[config.mk]
export PLATFORM = sky130hd
export DESIGN_NAME = i2c_inject_tx
export DESIGN_NICKNAME = d
export VERILOG_FILES = /design/src/rtl/i2c_inject_tx.sv
export SDC_FILE = /design/constraint.sdc
export NUM_CORES = 1
export LEC_CHECK = 0
export BUFFER_PORTS_ARGS = -buffer_cell sky130_fd_sc_hd__clkbuf_2
export CORE_UTILIZATION = 38
export CTS_CLUSTER_SIZE = 12
export DETAILED_ROUTE_END_ITERATION = 8
export PLACE_DENSITY = 0.65
export SYNTH_ARGS = -nofsm -noshare
export SYNTH_HDL_FRONTEND = slang
export SYNTH_SLANG_ARGS = --single-unit
[constraint.sdc]
create_clock -name i_clk -period 2.3 [get_ports i_clk]
set_clock_uncertainty 0.1 [all_clocks]
set_input_delay 0.46 -clock i_clk [delete_from_list [all_inputs] [get_ports i_clk]]
set_output_delay 0.46 -clock i_clk [all_outputs]
set_load 0.05 [all_outputs]
[src/rtl/i2c_inject_tx.sv]
// i2c_inject_tx: open-drain I2C write master that injects START, address+W, data bytes and STOP.
// Optional build macro CLOCK_STRETCH_EN: honour slave clock stretching while SCL is released.
`timescale 1ns/1ps
module i2c_inject_tx #(
    parameter int CLK_DIV = 25
) (
    input  logic       i_clk,
    input  logic       i_reset,
    input  logic       i_start,
    input  logic [6:0] i_dev_addr,
    input  logic [7:0] i_tx_data,
    input  logic       i_tx_valid,
    input  logic       i_tx_last,
    output logic       o_tx_ready,
    input  logic       i_scl_in,
    input  logic       i_sda_in,
    output logic       o_scl_oe,
    output logic       o_sda_oe,
    output logic [8:0] o_stat_word,
    output logic       o_stat_valid,
    output logic       o_busy,
    output logic       o_done,
    output logic       o_nack
);

    typedef enum logic [2:0] {
        S_IDLE,
        S_START,
        S_BIT,
        S_STOP,
        S_FREE
    } state_t;

    localparam logic [7:0] DIV_MAX = 8'(CLK_DIV - 1);

    state_t     r_state;
    state_t     w_next;
    logic [7:0] r_div;
    logic [1:0] r_q;
    logic [3:0] r_bit;
    logic [7:0] r_shreg;
    logic [7:0] r_byte;
    logic       r_last;
    logic       r_ack;
    logic       r_nack;
    logic       r_stat_valid;
    logic [8:0] r_stat_word;
    logic       r_done;

    logic w_hold;
    logic w_tick;
    logic w_qend;
    logic w_accept;
    logic w_sample;
    logic w_arb_lost;
    logic w_decide;
    logic w_load;
    logic w_scl_oe;
    logic w_sda_oe;

`ifdef CLOCK_STRETCH_EN
    // The quarter where SCL is released waits until the bus actually shows SCL high.
    assign w_hold = ((r_state == S_BIT) || (r_state == S_STOP)) && (r_q == 2'd2) && !i_scl_in;
`else
    logic w_unused_scl;
    assign w_unused_scl = i_scl_in;
    assign w_hold       = 1'b0;
`endif

    assign w_tick     = (r_div == DIV_MAX) && !w_hold;
    assign w_qend     = w_tick && (r_q == 2'd3);
    assign w_accept   = (r_state == S_IDLE) && i_start;
    assign w_sample   = (r_state == S_BIT) && w_tick && (r_q == 2'd2);
    assign w_arb_lost = w_sample && (r_bit != 4'd8) && r_shreg[7] && !i_sda_in;
    assign w_decide   = (r_state == S_BIT) && w_qend && (r_bit == 4'd8);
    assign w_load     = w_decide && !r_ack && !r_last && i_tx_valid;

    always_ff @(posedge i_clk or posedge i_reset) begin
        if (i_reset) begin
            r_state <= S_IDLE;
        end else begin
            r_state <= w_next;
        end
    end

    always_comb begin
        w_next   = r_state;
        w_scl_oe = 1'b0;
        w_sda_oe = 1'b0;
        case (r_state)
            S_IDLE: begin
                if (i_start) begin
                    w_next = S_START;
                end
            end
            S_START: begin
                w_sda_oe = 1'b1;
                w_scl_oe = r_q[1];
                if (w_qend) begin
                    w_next = S_BIT;
                end
            end
            S_BIT: begin
                w_scl_oe = !r_q[1];
                w_sda_oe = (r_bit == 4'd8) ? 1'b0 : !r_shreg[7];
                // Losing arbitration abandons the bus without a STOP.
                if (w_arb_lost) begin
                    w_next = S_FREE;
                end else if (w_decide && !w_load) begin
                    w_next = S_STOP;
                end
            end
            S_STOP: begin
                w_scl_oe = !r_q[1];
                w_sda_oe = (r_q != 2'd3);
                if (w_qend) begin
                    w_next = S_FREE;
                end
            end
            S_FREE: begin
                if (w_qend) begin
                    w_next = S_IDLE;
                end
            end
            default: begin
                w_next = S_IDLE;
            end
        endcase
    end

    always_ff @(posedge i_clk or posedge i_reset) begin
        if (i_reset) begin
            r_div        <= 8'd0;
            r_q          <= 2'd0;
            r_bit        <= 4'd0;
            r_shreg      <= 8'd0;
            r_byte       <= 8'd0;
            r_last       <= 1'b0;
            r_ack        <= 1'b0;
            r_nack       <= 1'b0;
            r_stat_valid <= 1'b0;
            r_stat_word  <= 9'd0;
            r_done       <= 1'b0;
        end else begin
            if (r_state == S_IDLE) begin
                r_div <= 8'd0;
                r_q   <= 2'd0;
            end else if (w_tick) begin
                r_div <= 8'd0;
                r_q   <= w_arb_lost ? 2'd0 : r_q + 2'd1;
            end else if (!w_hold) begin
                r_div <= r_div + 8'd1;
            end

            // The address phase reports the bare 7-bit address, as the listener does.
            if (w_accept) begin
                r_shreg <= {i_dev_addr, 1'b0};
                r_byte  <= {1'b0, i_dev_addr};
                r_last  <= 1'b0;
                r_bit   <= 4'd0;
            end else if (w_load) begin
                r_shreg <= i_tx_data;
                r_byte  <= i_tx_data;
                r_last  <= i_tx_last;
                r_bit   <= 4'd0;
            end else if ((r_state == S_BIT) && w_qend && (r_bit != 4'd8)) begin
                r_shreg <= {r_shreg[6:0], 1'b0};
                r_bit   <= r_bit + 4'd1;
            end

            if (w_sample && (r_bit == 4'd8)) begin
                r_ack <= i_sda_in;
            end

            if (w_accept) begin
                r_nack <= 1'b0;
            end else if ((w_decide && r_ack) || w_arb_lost) begin
                r_nack <= 1'b1;
            end

            r_stat_valid <= w_decide;
            if (w_decide) begin
                r_stat_word <= {r_byte, r_ack};
            end
            r_done <= (r_state == S_FREE) && w_qend;
        end
    end

    assign o_tx_ready   = w_load;
    assign o_scl_oe     = w_scl_oe;
    assign o_sda_oe     = w_sda_oe;
    assign o_stat_word  = r_stat_word;
    assign o_stat_valid = r_stat_valid;
    assign o_busy       = (r_state != S_IDLE);
    assign o_done       = r_done;
    assign o_nack       = r_nack;

endmodule

# Word-level counts from Yosys, hierarchy flattened
# Index checks and enable logic that the tools add are counted.
[word_totals]
register_bits = 47
[op_classes]
n_addsub = 3
eq_ne = 15
mux = 27
reduce_logical = 32
[op_table]
columns = ["op", "n"]
rows = [
  ["8-bit 2-to-1 mux", 7],
  ["3-bit 2-to-1 mux", 6],
  ["1-bit logical AND", 17],
  ["3-bit case mux with 5 select lines", 1],
  ["4-bit 2-to-1 mux", 3],
  ["2-bit inequality test (second input constant)", 5],
  ["8-bit by 1-bit adder with 8-bit output (second input constant)", 1],
  ["8-bit by 5-bit equality test with 1-bit output (second input constant)", 1],
  ["3-bit by 2-bit equality test with 1-bit output (second input constant)", 2],
  ["1-bit zero test", 6],
  ["2-bit 2-to-1 mux", 3],
  ["2-bit nonzero test", 3],
  ["3-bit nonzero test", 2],
  ["1-bit 2-to-1 mux", 5],
  ["5-bit AND reduction", 1],
  ["4-bit by 1-bit adder with 4-bit output (second input constant)", 1],
  ["2-bit equality test (second input constant)", 2],
  ["4-bit equality test (second input constant)", 1],
  ["4-bit inequality test (second input constant)", 1],
  ["3-bit by 1-bit equality test with 1-bit output (second input constant)", 1],
  ["3-bit equality test (second input constant)", 1],
  ["3-bit zero test", 1],
  ["3-bit by 2-bit inequality test with 1-bit output (second input constant)", 1],
  ["1-bit case mux with 3 select lines", 1],
  ["other kinds (4)", 4],
]

# Longest topological paths before layout
[depth]
word_depth = 12
depth_mapped = 9

# Worst setup path before layout
# No wires, ideal clock.
[synth_timing]
path_kind = "register to output"
from = "register r_bit[0]"
to = "output port o_sda_oe"
arrival_ns = 1.731
setup_slack_ns = 0.009
stages_incl_launch_ff = 7
cell_sequence = "dfrtp_1 > inv_1 > ha_1 > and3b_1 > nor4_1 > a21oi_1 > nor2_1"
[synth_between]
elab_chain_len = 3
[synth_lines]
columns = ["element", "line_no", "text"]
rows = [
  ["start, declared", "40", "logic [3:0] r_bit;"],
  ["start signal, assigned", "168", "r_bit <= r_bit + 4'd1;"],
  ["4-bit equality test", "105", "w_sda_oe = (r_bit == 4'd8) ? 1'b0 : !r_shreg[7];"],
  ["1-bit 2-to-1 mux", "105", ""],
  ["1-bit case mux with 3 select lines", "90", "case (r_state)"],
  ["end, declared", "18", "output logic o_sda_oe,"],
]
# Every way passes these cells.

# Worst setup path after layout
[layout_timing]
from = "register r_state[2]"
to = "output port o_tx_ready"
[layout_between]
elab_chain_len = 6
[layout_lines]
columns = ["element", "line_no", "text"]
rows = [
  ["start, declared", "36", "state_t r_state;"],
  ["start signal, assigned", "82", "r_state <= w_next;"],
  ["3-bit by 2-bit equality test with 1-bit output", "75", "assign w_decide = (r_state == S_BIT) && w_qend && (r_bit == 4'd8);"],
  ["1-bit logical AND (2 in a row)", "75", ""],
  ["1-bit logical AND (3 in a row)", "76", "assign w_load = w_decide && !r_ack && !r_last && i_tx_valid;"],
  ["end, declared", "14", "output logic o_tx_ready,"],
]
# Every way passes these cells.

==> metrics <==
IR drop worst, VDD=0.0003398 V; commonest non-fill, non-tap cells in the layout=47 x dfrtp_1, 33 x clkbuf_2, 28 x nor2_1; asr flop ratio synth=1.000; Yosys top cell area share=0.5013; Fin Setup TNS=-70.91 ps; reg2reg end=r_shreg[2]; initial core utilization=0.3962; Via density=5.054; crit start category=flip-flop; Post-Syn Nets=258; vias in the first global route=1755; Layout area overhead=25.33%; hold path cells=3; # diodes=0; area leader, netlist=dfrtp_1; Seq cells post-synth=47; max-cap violation count=0; layout cell share with drive strength beyond 1=0.3379; # nets final=320; full die area=6492 um^2; placed wire-length estimate=3628 um; min-delay worst type=in2reg; Post-synth EDFFs=0; Routed WL per cell=13.82 um; cell family with most CP delay=simple AND/OR/NAND/NOR gates; die width=80.57 um; clock sink count=47; ys flop type=dfrtp_1; synth warn=0; CP Class=reg2out; Yosys cell types=45; Tot Pwr=0.002120 W; Syn Std Cell Area=2346 um^2; CTS tree=yes; Synth area leaders=dfrtp_1 50%, mux2_2 5.3%, nor2_1 4.5%, nand2_1 4.2%, ha_1 3.2%; Pins Over Slew Limit=0; worst-path maximum fanout=3; GRT Total Usage=0.1667; drt pass-1 iters=4; chip height=80.57 um; Core ar.=5921 um^2; Power Dens Cells=721.1 nW/um^2; worst setup margin=-70.91 ps; RR Startpoint=r_q[0]; Filler cells=558; synthesized area per cell=10.20 um^2; clock root cell=clkbuf_8; most common cell after layout, fill and taps aside=dfrtp_1; Worst R2R Setup Slack=130 ps; period utilisation layout=1.031; Congestion Overflow GR=0; port bufs=36; via count=1860; global-route wire length before repair=8286 um; Final Core Density=0.4966; RSZ-0062 raised after global routing=yes; Placer Congestion=0.8177; # setup viols final=1; f_max=421.8 MHz; drt initial violations=103; Hold EP=r_shreg[7]; Placed Instances=353; Clk Latency, worst-skew pair=300 ps; remaining routing DRC violations=0; # rows=28; Tmin final=2371 ps; HP Start=i_dev_addr[6]; Clock Path Buffers=2; Critical Path Max Stage Delay=430 ps; leakage=1.445 nW; CP Cell Sequence=or3b_4, nor4_4, nand2_4, clkinv_4, clkbuf_16; slowest CP cell=or3b_4; failing checks=setup timing; WP buf/inv=2; Worst-Margin Slew=628.2 ps; num ports=38; Rel. slew slack=0.5774; total CTS buffers=5; H-tree depth=2; largest net degree at the start of global routing=20; Post-Syn Instances=230; initial antenna violation count=0; final hold viol count=0; non-filler cells, final=368; Routed WL=5087 um; Final ANT Viol Nets=0; sequential-to-total area share from yosys stat=0.5013; dpl ws=-53.60 ps; CP arrival=1810 ps; worst reg-to-reg path cell count=8; Worst Setup End Kind=output pin; status=finished with violations; CTS clock-pin slew for the worst setup and hold paths=90 ps; CP Data Required Time=1740 ps
## how the worst max path moves through the flow
stage	start	to	slack, ps	cells after the start
floorplan	r_bit[0]	o_sda_oe	9	6
global placement	r_q[0]	r_shreg[4]	-3	7
detailed placement	r_bit[1]	r_shreg[2]	-50	7
CTS	r_div[1]	o_tx_ready	-140	8
global route	r_state[2]	o_tx_ready	-140	5
finish	r_state[2]	o_tx_ready	-70	5
## cells by family (layout without fill, tap and decap cells)
| group | after synthesis | in the layout | share of synthesized area |
|---|---|---|---|
| compound gates | 42 | 42 | 0.1152 |
| xor+xnor | 8 | 8 | 0.02987 |
| fa+ha+maj | 6 | 6 | 0.03200 |
| buf+inv | 21 | 84 | 0.05066 |
| flops | 47 | 47 | 0.5013 |
| mux | 11 | 11 | 0.05280 |
| simple gates | 95 | 95 | 0.2181 |
## through the flow
stage	instance area, um^2	hold WS (ps)
2_1_floorplan	2346	354.6
3_3_place_gp	2701	294.8
3_5_place_dp	2701	299.9
4_1_cts	2898	295.8
5_1_grt	2940	284.6
6_report	2940	296.6
## Yosys cell counts (2+ instances only)
| cell | n |
|---|---|
| ha_1 | 6 |
| o21ai_0 | 4 |
| a22o_1 | 4 |
| nor2_1 | 28 |
| dfrtp_1 | 47 |
| nor4_1 | 2 |
| nand3_1 | 11 |
| a21oi_1 | 13 |
| inv_1 | 12 |
| and3_1 | 2 |
| a211oi_1 | 3 |
| or3_1 | 4 |
| o21ai_1 | 3 |
| nand4bb_1 | 2 |
| mux2_2 | 11 |
| buf_6 | 5 |
| nor4_4 | 2 |
| nand2_1 | 26 |
| nor3_1 | 3 |
| nor2_2 | 3 |
| and2_1 | 2 |
| xor2_1 | 5 |
| xnor2_1 | 3 |
| a31oi_1 | 7 |
| clkbuf_1 | 2 |
## power by group
| part | internal [W] | total, W | switching, W |
|---|---|---|---|
| Combinational | 0.000216 | 0.000441 | 0.000225 |
| Sequential | 0.000939 | 0.00103 | 0.0000949 |
| Clock | 0.000358 | 0.000645 | 0.000288 |
## routing by layer
layer	share of wire	wire, um	up-vias	global-route usage
met5	0	0	-	0
met4	0.012	60	0	0.05893
met3	0.040	206	5	0.02841
met2	0.49	2496	43	0.2636
met1	0.46	2324	886	0.2283
li1	-	-	926	-
## repair_timing
| action | CTS | global route |
|---|---|---|
| endpoints found under the setup margin | 7 | 9 |
| resized for setup | 10 | 4 |
| pin swaps | 1 | 2 |
| gates cloned | 0 | 0 |
| hold buffers | 1 | 0 |
| endpoints found under the hold margin | 11 | 0 |
| setup buffers | 2 | 4 |
## registers in the layout (all words and copies together), names as in the netlist
signal,cells
o_done,1
o_nack,1
o_stat_valid,1
o_stat_word,9
r_ack,1
r_bit,4
r_byte,8
r_div,8
r_last,1
r_q,2
r_shreg,8
r_state,3
## cell type report
class | instances | area [um^2] | share of cell area
clock buffers | 6 | 82.58 | 0.02809
inverters | 13 | 57.56 | 0.01957
repair buffers | 63 | 420.4 | 0.1430
flip-flops and latches | 47 | 1176 | 0.4000
clock inverters | 2 | 38.79 | 0.01319
well taps | 75 | 93.84 | 0.03191
multi-input cells | 162 | 1071 | 0.3643
## tightest hold or removal path: cells and delay by family
kind | cells | cell delay, ps
buffers and inverters | 1 | 100
and+or+nand+nor | 1 | 60
AOI/OAI and AO/OA | 1 | 50
(Power assumes the default switching activity.)
